$ cat config.mk
export PLATFORM = sky130hd
export DESIGN_NAME = cla8_seq_ctrl
export DESIGN_NICKNAME = d
export VERILOG_FILES = /design/src/rtl/cla8_seq_ctrl.sv
export SDC_FILE = /design/constraint.sdc
export NUM_CORES = 1
export LEC_CHECK = 0
export ABC_AREA = 0
export BUFFER_PORTS_ARGS = -buffer_cell sky130_fd_sc_hd__buf_2
export CAP_MARGIN = 5
export CORE_MARGIN = 5
export CORE_UTILIZATION = 51
export DETAILED_ROUTE_END_ITERATION = 8
export PLACE_DENSITY_LB_ADDON = 0.08
export SYNTH_ARGS = -nofsm -noshare
export SYNTH_HDL_FRONTEND = slang
export SYNTH_SLANG_ARGS = --single-unit
$ cat constraint.sdc
create_clock -name clk -period 2.8 [get_ports clk]
set_clock_uncertainty 0.15 [all_clocks]
set_input_delay 0.14 -clock clk [delete_from_list [all_inputs] [get_ports clk]]
set_output_delay 0.14 -clock clk [all_outputs]
set_load 0.01 [all_outputs]
$ cat src/rtl/cla8_seq_ctrl.sv
// ---------------------------------------------------------------------------
// cla8_seq_ctrl
// Time-shares one external 8-bit carry-lookahead adder between two requesters.
// Operands of 8*NBYTES bits are added or subtracted one byte per cycle,
// least significant byte first. The inter-byte carry is held in a register.
// The result is returned with carry, signed-overflow and zero flags.
//
// Ports
//   clk, rst_n            clock, asynchronous active-low reset
//   req_valid[1:0]        request valid, bit i = requester i
//   req_ready[1:0]        grant this cycle (IDLE only, one-hot or zero)
//   req_sub[1:0]          bit i: requester i wants a - b
//   req_a0/req_b0         operands of requester 0
//   req_a1/req_b1         operands of requester 1
//   rsp_valid/rsp_ready   result handshake
//   rsp_id                requester owning the result
//   rsp_sum               result
//   rsp_carry             final carry out (subtract: 1 = no borrow)
//   rsp_ovf, rsp_zero     signed overflow, result == 0
//   busy                  controller not idle
//   cla_a/cla_b/cla_cin   byte operands and carry to the shared adder
//   cla_sum/cla_cout      shared adder result
// ---------------------------------------------------------------------------
module cla8_seq_ctrl #(
  parameter int unsigned NBYTES = 4
) (
  input  logic                  clk,
  input  logic                  rst_n,
  input  logic [1:0]            req_valid,
  output logic [1:0]            req_ready,
  input  logic [1:0]            req_sub,
  input  logic [8*NBYTES-1:0]   req_a0,
  input  logic [8*NBYTES-1:0]   req_b0,
  input  logic [8*NBYTES-1:0]   req_a1,
  input  logic [8*NBYTES-1:0]   req_b1,
  output logic                  rsp_valid,
  input  logic                  rsp_ready,
  output logic                  rsp_id,
  output logic [8*NBYTES-1:0]   rsp_sum,
  output logic                  rsp_carry,
  output logic                  rsp_ovf,
  output logic                  rsp_zero,
  output logic                  busy,
  output logic [7:0]            cla_a,
  output logic [7:0]            cla_b,
  output logic                  cla_cin,
  input  logic [7:0]            cla_sum,
  input  logic                  cla_cout
);

  localparam int unsigned W     = 8 * NBYTES;
  localparam int unsigned IDX_W = (NBYTES > 1) ? $clog2(NBYTES) : 1;
  localparam logic [IDX_W-1:0] LAST_IDX = IDX_W'(NBYTES - 1);

  typedef enum logic [1:0] {
    S_IDLE = 2'd0,
    S_RUN  = 2'd1,
    S_DONE = 2'd2
  } state_t;

  state_t           r_state;
  state_t           w_state_nxt;

  logic             r_rr;
  logic             r_id;
  logic             r_carry;
  logic [IDX_W-1:0] r_idx;
  logic [W-1:0]     r_a;
  logic [W-1:0]     r_b;
  logic [W-1:0]     r_sum;

  logic             w_any_req;
  logic             w_grant;
  logic             w_accept;
  logic             w_last;
  logic             w_rsp_fire;
  logic [W-1:0]     w_sel_a;
  logic [W-1:0]     w_sel_b;
  logic             w_sel_sub;
  logic [7:0]       w_byte_a;
  logic [7:0]       w_byte_b;

  // Arbitration: round-robin pointer breaks ties, a lone requester always wins
  assign w_any_req  = |req_valid;
  assign w_grant    = (&req_valid) ? r_rr : req_valid[1];
  assign w_accept   = (r_state == S_IDLE) && w_any_req;
  assign w_last     = (r_idx == LAST_IDX);
  assign w_rsp_fire = (r_state == S_DONE) && rsp_ready;

  // Operand mux for the granted requester
  assign w_sel_a   = w_grant ? req_a1 : req_a0;
  assign w_sel_b   = w_grant ? req_b1 : req_b0;
  assign w_sel_sub = w_grant ? req_sub[1] : req_sub[0];

  // Current byte slice presented to the adder
  assign w_byte_a = r_a[{r_idx, 3'b000} +: 8];
  assign w_byte_b = r_b[{r_idx, 3'b000} +: 8];

  // State register
  always_ff @(posedge clk or negedge rst_n) begin
    if (!rst_n) begin
      r_state <= S_IDLE;
    end else begin
      r_state <= w_state_nxt;
    end
  end

  // Next-state logic
  always_comb begin
    w_state_nxt = r_state;
    unique case (r_state)
      S_IDLE: if (w_any_req)  w_state_nxt = S_RUN;
      S_RUN:  if (w_last)     w_state_nxt = S_DONE;
      S_DONE: if (rsp_ready)  w_state_nxt = S_IDLE;
      default:                w_state_nxt = S_IDLE;
    endcase
  end

  // Output decode; everything not owned by the current state is held at zero
  always_comb begin
    req_ready = 2'b00;
    rsp_valid = 1'b0;
    rsp_id    = 1'b0;
    rsp_sum   = '0;
    rsp_carry = 1'b0;
    rsp_ovf   = 1'b0;
    rsp_zero  = 1'b0;
    busy      = 1'b0;
    cla_a     = 8'd0;
    cla_b     = 8'd0;
    cla_cin   = 1'b0;
    unique case (r_state)
      S_IDLE: begin
        if (w_any_req) req_ready = w_grant ? 2'b10 : 2'b01;
      end
      S_RUN: begin
        busy    = 1'b1;
        cla_a   = w_byte_a;
        cla_b   = w_byte_b;
        cla_cin = r_carry;
      end
      S_DONE: begin
        busy      = 1'b1;
        rsp_valid = 1'b1;
        rsp_id    = r_id;
        rsp_sum   = r_sum;
        rsp_carry = r_carry;
        // b was stored inverted for subtract, so one rule covers both ops
        rsp_ovf   = (r_a[W-1] == r_b[W-1]) && (r_sum[W-1] != r_a[W-1]);
        rsp_zero  = ~|r_sum;
      end
      default: begin
        busy = 1'b0;
      end
    endcase
  end

  // Operand capture, byte-serial accumulation and round-robin update
  always_ff @(posedge clk or negedge rst_n) begin
    if (!rst_n) begin
      r_rr    <= 1'b0;
      r_id    <= 1'b0;
      r_carry <= 1'b0;
      r_idx   <= '0;
      r_a     <= '0;
      r_b     <= '0;
      r_sum   <= '0;
    end else begin
      if (w_accept) begin
        // Subtract as a + ~b + 1: the +1 rides in as the first carry
        r_a     <= w_sel_a;
        r_b     <= w_sel_sub ? ~w_sel_b : w_sel_b;
        r_carry <= w_sel_sub;
        r_id    <= w_grant;
        r_idx   <= '0;
      end
      if (r_state == S_RUN) begin
        r_sum[{r_idx, 3'b000} +: 8] <= cla_sum;
        r_carry                     <= cla_cout;
        if (!w_last) r_idx <= r_idx + IDX_W'(1);
      end
      if (w_rsp_fire) begin
        r_rr <= ~r_id;
      end
    end
  end

endmodule

Yosys cells after proc, flatten, opt, wreduce, memory -nomap -nowiden
Index checks and enable logic that the tools add are counted.
{"block": "op_classes", "addsub": 2, "eq_ne": 8, "shifts": 4, "muxes": 28, "bitwise_logic": 2, "n_reduce_logical": 11}
{"operator": "two-way mux 32 bit", "count": 4}
{"operator": "indexed part select 32 x 6 -> 8 bit", "count": 2}
{"operator": "bitwise mux 32 bit", "count": 1}
{"operator": "inverter 32 bit", "count": 1}
{"operator": "OR reduction 32 bit", "count": 1}
{"operator": "variable shift 8 x 7 -> 32 bit, first input constant", "count": 1}
{"operator": "indexed part select 8 x 7 -> 32 bit", "count": 1}
{"operator": "two-way mux 2 bit", "count": 9}
{"operator": "two-way mux 8 bit", "count": 2}
{"operator": "two-way mux 1 bit", "count": 11}
{"operator": "negator 5 -> 7 bit", "count": 1}
{"operator": "inequality test 2 bit, second input constant", "count": 3}
{"operator": "case mux 2 bit (3 select lines)", "count": 1}
{"operator": "equality test 2 bit, second input constant", "count": 2}
{"operator": "OR reduction 2 bit", "count": 2}
{"operator": "logical AND 1 bit", "count": 3}
{"operator": "AND reduction 3 bit", "count": 1}
{"operator": "adder 2 x 1 -> 2 bit, second input constant", "count": 1}
{"operator": "equality test 2 x 1 -> 1 bit, second input constant", "count": 1}
{"operator": "logical NOT 2 bit", "count": 1}
{"operator": "AND reduction 2 bit", "count": 1}
{"operator": "nonzero test 2 bit", "count": 1}
{"operator": "equality test 1 bit", "count": 1}
{"operator": "logical NOT 1 bit", "count": 1}
{"operator": "other kinds (2)", "count": 2}
{"block": "totals", "register_bits": 103, "inputBits": 144, "out_inout_bits": 57, "wordCells": 63}

Longest topological paths before layout
Gate-level depths: netlist of run 1.
{"block": "depth", "depth_word": 5, "ltp_mapped": 8, "depth_no_buf": 6}

Least setup slack after synthesis of run 1
Ideal clock, no wire load.
{"block": "synth_timing", "path_type": "reg-to-reg", "startpoint": "reg r_idx[1]", "endpoint": "reg r_sum[24]", "setup_time_ns": 0.066, "arrival_ns": 1.979, "t_required_ns": 2.584, "setup_slack_ns": 0.605, "path_stages_with_launch": 8, "path_buffers": 2, "period_less_slack_ns": 2.195, "path_cell_list": "dfrtp_1 -> buf_2 -> buf_2 -> inv_1 -> ha_1 -> or3_4 -> nor3_4 -> a22o_1"}
{"block": "synth_via", "elab_chain_len": 3, "elab_cells_between_ends": 4, "cone_classes": "1 x add/sub; 2 x shift; 1 x mux"}
{"element": "from (decl)", "line": "67", "text": "logic [IDX_W-1:0] r_idx;"}
{"element": "from (signal assigned)", "line": "180", "text": "if (!w_last) r_idx <= r_idx + IDX_W'(1);"}
{"element": "negator 5 -> 7 bit *", "line": "178", "text": "r_sum[{r_idx, 3'b000} +: 8] <= cla_sum;"}
{"element": "indexed part select 8 x 7 -> 32 bit or variable shift 8 x 7 -> 32 bit (tied branches)", "line": "178"}
{"element": "bitwise mux 32 bit *", "line": "178"}
{"element": "to (signal, indexed assignment)", "line": "178"}
{"element": "to (decl)", "line": "70", "text": "logic [W-1:0] r_sum;"}
Mark *: on every way between the ends. The rest lies on a longest branch, timed or not.
A chain may end at the register's enable or synchronous reset.

Final worst setup path of run 1
{"block": "layout_timing", "startpoint": "reg r_state[0]", "endpoint": "reg r_a[28]"}
{"block": "layout_via", "elab_chain_len": 2}
{"element": "from (decl)", "line": "61", "text": "state_t r_state;"}
{"element": "from (signal assigned)", "line": "104", "text": "r_state <= w_state_nxt;"}
{"element": "logical NOT 2 bit", "line": "86", "text": "assign w_accept = (r_state == S_IDLE) && w_any_req;"}
{"element": "logical AND 1 bit", "line": "86"}
{"element": "to (signal assigned)", "line": "171", "text": "r_a <= w_sel_a;"}
{"element": "to (decl)", "line": "68", "text": "logic [W-1:0] r_a;"}
Every way passes these cells.

==> results of run 1 <==
report_power, final:
| part | leakage [nW] | switching (mW) | total [mW] | internal (mW) |
|---|---|---|---|---|
| registers | 1.31 | 0.420 | 2.56 | 2.13 |
| logic | 2.63 | 1.65 | 3.18 | 1.53 |
| clock network | 0.143 | 0.543 | 1.26 | 0.722 |
metal layers:
layer / wire, um / GRT usage (%) / up-vias
li1: - / - / 2499
met1: 6710 / 29.3 / 2408
met2: 8330 / 40.6 / 186
met3: 909 / 4.08 / 30
met4: 349 / 7.81 / 0
met5: 0 / 0 / -
worst paths after layout:
kind,end,slack (ns),depth (start not counted)
worst min-delay path,r_b[26],0.02,4
worst min register to register,r_a[23],0.31,2
worst max-delay path,r_a[28],0.13,8
worst max register to register,r_a[28],0.13,8
max in group asynchronous,r_sum[18],1.44,3
min in group asynchronous,r_sum[12],0.25,2
cells by family after synthesis:
logic type / Yosys count / share of synthesized area (%)
AO/OA/AOI/OAI: 109 / 12.5
XOR/XNOR: 64 / 9.47
adder cells (fa/ha/maj): 8 / 1.69
buffers and inverters: 47 / 4.00
flip-flops: 103 / 43.6
multiplexers: 52 / 12.2
AND/OR/NAND/NOR: 190 / 16.6
metrics by stage:
stage	cells	power (mW)	hold WS [ns]	area [um2]
final	977	7.00	0.0151	8030
after global routing	977	7.51	0.0537	8030
after CTS	977	7.02	0.0175	8030
after detailed placement	886	5.51	0.107	6980
after global placement	886	5.40	0.0915	6980
after floorplan	573	4.62	-0.306	5920
sequential cells by signal (all words and copies together) (netlist names):
register and count:
r_b 32, r_carry 1, r_idx 2, r_state 2, r_rr 1, r_a 32, r_sum 32, r_id 1
cell type report:
cell class	count	area [um2]	share of cell area, %
Clock buffer	12	246	3.07
Clock inverter	4	55.1	0.685
Inverter	6	22.5	0.280
Multi-Input combinational cell	423	3110	38.8
Sequential cell	103	2580	32.1
Tap cell	143	179	2.23
Timing Repair Buffer	286	1840	22.9
worst max-delay path, cell delays in order (launching register included):
cell and delay [ns]:
dfrtp_1 0.41, inv_1 0.11, ha_1 0.29, o21ai_4 0.31
a21oi_2 0.19, buf_4 0.33, a22oi_1 0.14, dlygate4sd3_1 0.60
nand2_1 0.08
cells in the final DEF, fill, tap and decap left out, drive strengths merged, types with 6 or more instances in the layout:
cell type	count
a22oi	29
mux4	16
a22o	28
clkbuf	12
nor4	8
xor2	64
ha	8
inv	6
nand3	6
buf	211
o21ai	43
nand2	104
dlygate4sd3	75
and2	52
dfrtp	103
nor2	6
mux2i	35
==> impl_metrics.toml, run 1 <==
[sta]
rsz0062_at_grt = "no"
tns_ns = 0
hold_violations = 0
setup_viol = 0
max_freq_ghz = 0.375
finalCritPeriodShare_pct = 95.2
slew_viol_final = 0
worst_slack_ns = 0.134
timing.slew.headroom_pct = 34.2
worst_pin_slew_ns = 0.984
period_minus_slack_ns = 2.67

[synth]
synth.top_cells.by_count = "103 x dfrtp_1, 101 x nand2_1, 64 x xor2_1, 52 x and2_1, 35 x mux2i_1"
synthTopCellsByArea = "dfrtp_1 44%, xor2_1 9.5%, nand2_1 6.4%"
synth_top_area_share_pct = 43.6
yosysTopAreaCell = "dfrtp_1"
avgSynthCellArea_um2 = 10.3
yosys_most_used_dff = "dfrtp_1"
yosysSeqAreaShare_pct = 43.6
yosys_warnings = 0
synth_cell_types = 41
synth_nets = 725
synth_edf_count = 0
synthesis.area_um2 = 5920
ys_seq_elements = 103
synth_most_common_cell = "dfrtp_1"
synthArstFlopShare_pct = 100
syn_inst = 573

[die]
start_util_pct = 51.8
core_um2 = 11400
die_area_um2 = 13900
placementRows = 39
dieWidth_um = 118
pin_count = 201
die_h_um = 118

[finish]
nFillCells = 856
diodes = 0
synthToLayoutAreaGrowth_pct = 35.7
final_nets = 981
final_core_util_pct = 70.3
drive_gt1_share_pct = 30.6

[min_path]
min-delay-start = "req_b1[26]"
hp-class = "in2reg"

[route]
final_antenna_net_count = 0
wl_per_cell_um = 16.7
drc_errors = 0
drt_first_iter_violations = 315
avgViaCountPerCell = 5.24
vias = 5123
routed_wirelength_um = 16300
firstDrtPassIters = 5

[clock_tree]
cts_buffer_depth = 2
clkLatencyLatePin_ns = 0.33
post_cts_buffers = 0
htreeDepth = 3
cts.clk_slew.worst_paths_ns = 0.07
cts_buffers = 9
holdBufCountCts = 75
cts_root_buf = "clkbuf_16"
cts_tree = "yes"
cts_sinks = 103
cts_resized = 0

[flow_run]
maxCapViolCount = 0

[pwr]
ir_worst_vdd_mv = 0.523
leakagePower_nw = 4.09
p_per_area_nw_per_um2 = 872

[setup_path]
start_kind = "flop"
r2r_start = "r_state[0]"
crit_start = "r_state[0]"
critPathMaxFanout = 40
cp-end-kind = "flop"
crit_required_ns = 2.92
crit_type = "reg2reg"
crit_arrival_ns = 2.79

[placed_design]
globalplace.congestion = 0.825
dpl.hpwl_um = 11400
post-place-ws_ns = 0.752
port-buffer-count = 200

[run_status]
status = "finished, final reports clean"

[global_routing]
grt_pass1_vias = 5484
grt_use_total_pct = 23.3
grt_antenna_before_repair = 0
grt_pass1_wl_um = 26800
grt_overflow = 0
grt_max_degree = 59
Note: power is estimated with default switching activity, not from simulation.
==> inputs of run 2 (changes only) <==
--- a/config.mk
+++ b/config.mk
@@ -9,7 +9,7 @@
 export BUFFER_PORTS_ARGS = -buffer_cell sky130_fd_sc_hd__buf_2
 export CAP_MARGIN = 5
 export CORE_MARGIN = 5
-export CORE_UTILIZATION = 51
+export CORE_UTILIZATION = 55
 export DETAILED_ROUTE_END_ITERATION = 8
 export PLACE_DENSITY_LB_ADDON = 0.08
 export SYNTH_ARGS = -nofsm -noshare
==> constraint.sdc (replaced) <==
create_clock -name clk -period 3.42 [get_ports clk]
set_clock_uncertainty 0.15 [all_clocks]
set_input_delay 0.171 -clock clk [delete_from_list [all_inputs] [get_ports clk]]
set_output_delay 0.171 -clock clk [all_outputs]
set_load 0.01 [all_outputs]
==> run 2 against run 1 <==
Compared with the run above: via count grew 2.1%; sequential share of layout area grew 0.59 points; cell count shrank 0.92%; critical path depth shrank 2; critical path type unchanged; flip-flop and latch count is the same; final area shrank 1.8%; largest power group unchanged; register-to-register slack gained 0.35 ns; combinational power shrank 20%.
==> impl_metrics.toml, run 2 (synthesis gave the netlist of run 1 again) <==
[sta]
whs_ns = 0.0245
tns_ns = 0
slew_viol_final = 0
period_minus_slack_ns = 2.93
max_freq_ghz = 0.341
worst_pin_slew_ns = 1.13
worst_slack_ns = 0.486
hold_violations = 0
finalCritPeriodShare_pct = 85.8
timing.slew.headroom_pct = 24.9
rsz0062_at_grt = "no"
setup_viol = 0

[clock_tree]
post_cts_buffers = 0
cts_resized = 0
holdBufCountCts = 75
htreeDepth = 3
cts_root_buf = "clkbuf_8"
cts_sinks = 103
clkLatencyLatePin_ns = 0.35
cts_buffers = 9
cts_buffer_depth = 2
cts.clk_slew.worst_paths_ns = 0.10
cts_tree = "yes"

[global_routing]
gr-max-usage-layer = "met2"
grt_overflow = 0
grt_pass1_wl_um = 26600
grtUsageMet1_pct = 31.6
grt_max_degree = 79
grt_pass1_vias = 5546
grt_antenna_before_repair = 0
use_met3_pct = 4.30
met2_usage_pct = 43.5
grt_use_total_pct = 25.7

[route]
firstDrtPassIters = 5
wl_per_cell_um = 16.9
vias = 5232
drt_first_iter_violations = 233
avgViaCountPerCell = 5.40
drc_errors = 0
routed_wirelength_um = 16400
final_antenna_net_count = 0

[setup_path]
r2r_end = "r_a[8]"
crit_path_max_incr_delay_ns = 0.95
crit_arrival_ns = 3.09
start_kind = "flop"
crit_type = "reg2reg"
crit_start = "r_state[0]"
crit_chain = "inv_1, ha_1, and3_1, a22oi_1, dlygate4sd3_1, nand2_1"
slowest_stage = "and3_1"
critPathMaxFanout = 31
r2r_start = "r_state[0]"
r2r_slack_ns = 0.49
cp-end-kind = "flop"
crit_required_ns = 3.58
r2r_cells = 6

[pwr]
p_per_area_nw_per_um2 = 686
swShare_pct = 39.5
seqPwrFrac_pct = 39.7
leakagePower_nw = 4.03
intPower_mw = 3.27
pwr-share-comb_pct = 47.2
power_frac_clock_pct = 13.1
switchingPower_mw = 2.14
ir_worst_vdd_mv = 0.321

[run_status]
status = "finished, final reports clean"

[placed_design]
globalplace.congestion = 0.831
post-place-ws_ns = 0.990
port-buffer-count = 200
dpl.hpwl_um = 11200
dpl.cell_count = 877

[min_path]
min_delay_path_depth = 4
hp-class = "in2reg"
hold_path_end = "r_b[24]"
min-delay-start = "req_b1[24]"

[die]
start_util_pct = 56.8
placementRows = 37
dieWidth_um = 114
die_h_um = 114
pin_count = 201
die_area_um2 = 12900
core_um2 = 10400

[finish]
largestRegisters = "r_a: 32 flops, r_b: 32 flops, r_sum: 32 flops"
drive_gt1_share_pct = 30.6
final_cell_mix = "199 x buf_2, 103 x dfrtp_1, 101 x nand2_1"
diodes = 0
synthToLayoutAreaGrowth_pct = 33.3
final_nets = 979
layout_commonest_cell = "buf_2"
fin_cells = 968

[flow_run]
maxCapViolCount = 0
[run 2: final cells by class]
type,instances,area (um2)
clock buffers,10,138
multi-input cells,423,3110
well taps,136,170
inverters,6,22.5
flip-flops and latches,103,2580
clock inverters,6,43.8
repair buffers,284,1820
fillers,724,2530
[run 2: how the worst max path moves through the flow]
stage | cells past startpoint | endpoint
floorplan | 7 | r_sum[24]
global placement | 5 | r_sum[30]
detailed placement | 5 | r_sum[26]
CTS | 6 | r_a[19]
global route | 6 | r_a[8]
finish | 6 | r_a[8]
[run 2: power groups by stage]
stage	clock network [mW]	logic, mW	registers [mW]
3_3_place_gp	0	2.26	2.14
5_1_grt	0.777	2.84	2.21
3_5_place_dp	0	2.33	2.17
4_1_cts	0.718	2.53	2.14
2_1_floorplan	0	1.81	1.97
6_report	0.711	2.55	2.15
[run 2: stage by stage]
step / area [um2] / util [%] / power (mW)
after CTS: 7890 / 75.7 / 5.38
after floorplan: 5920 / - / 3.78
final: 7890 / 75.7 / 5.41
after global routing: 7890 / 75.7 / 5.82
after global placement: 6960 / 66.8 / 4.40
after detailed placement: 6960 / 66.8 / 4.49
[run 2: critical path: cells and delay by family, from the launching register on]
kind	cells	cell delay, ns
adder cells (fa/ha/maj)	1	0.26
AND/OR/NAND/NOR	2	1.03
flip-flops	1	0.41
buffers and inverters	2	0.77
AO/OA/AOI/OAI	1	0.27
[run 2: layer usage]
metal,vias up,part of all wire [%]
met2,199,50
met5,-,0
met3,60,6.1
met4,0,4.3
met1,2474,39
li1,2499,-
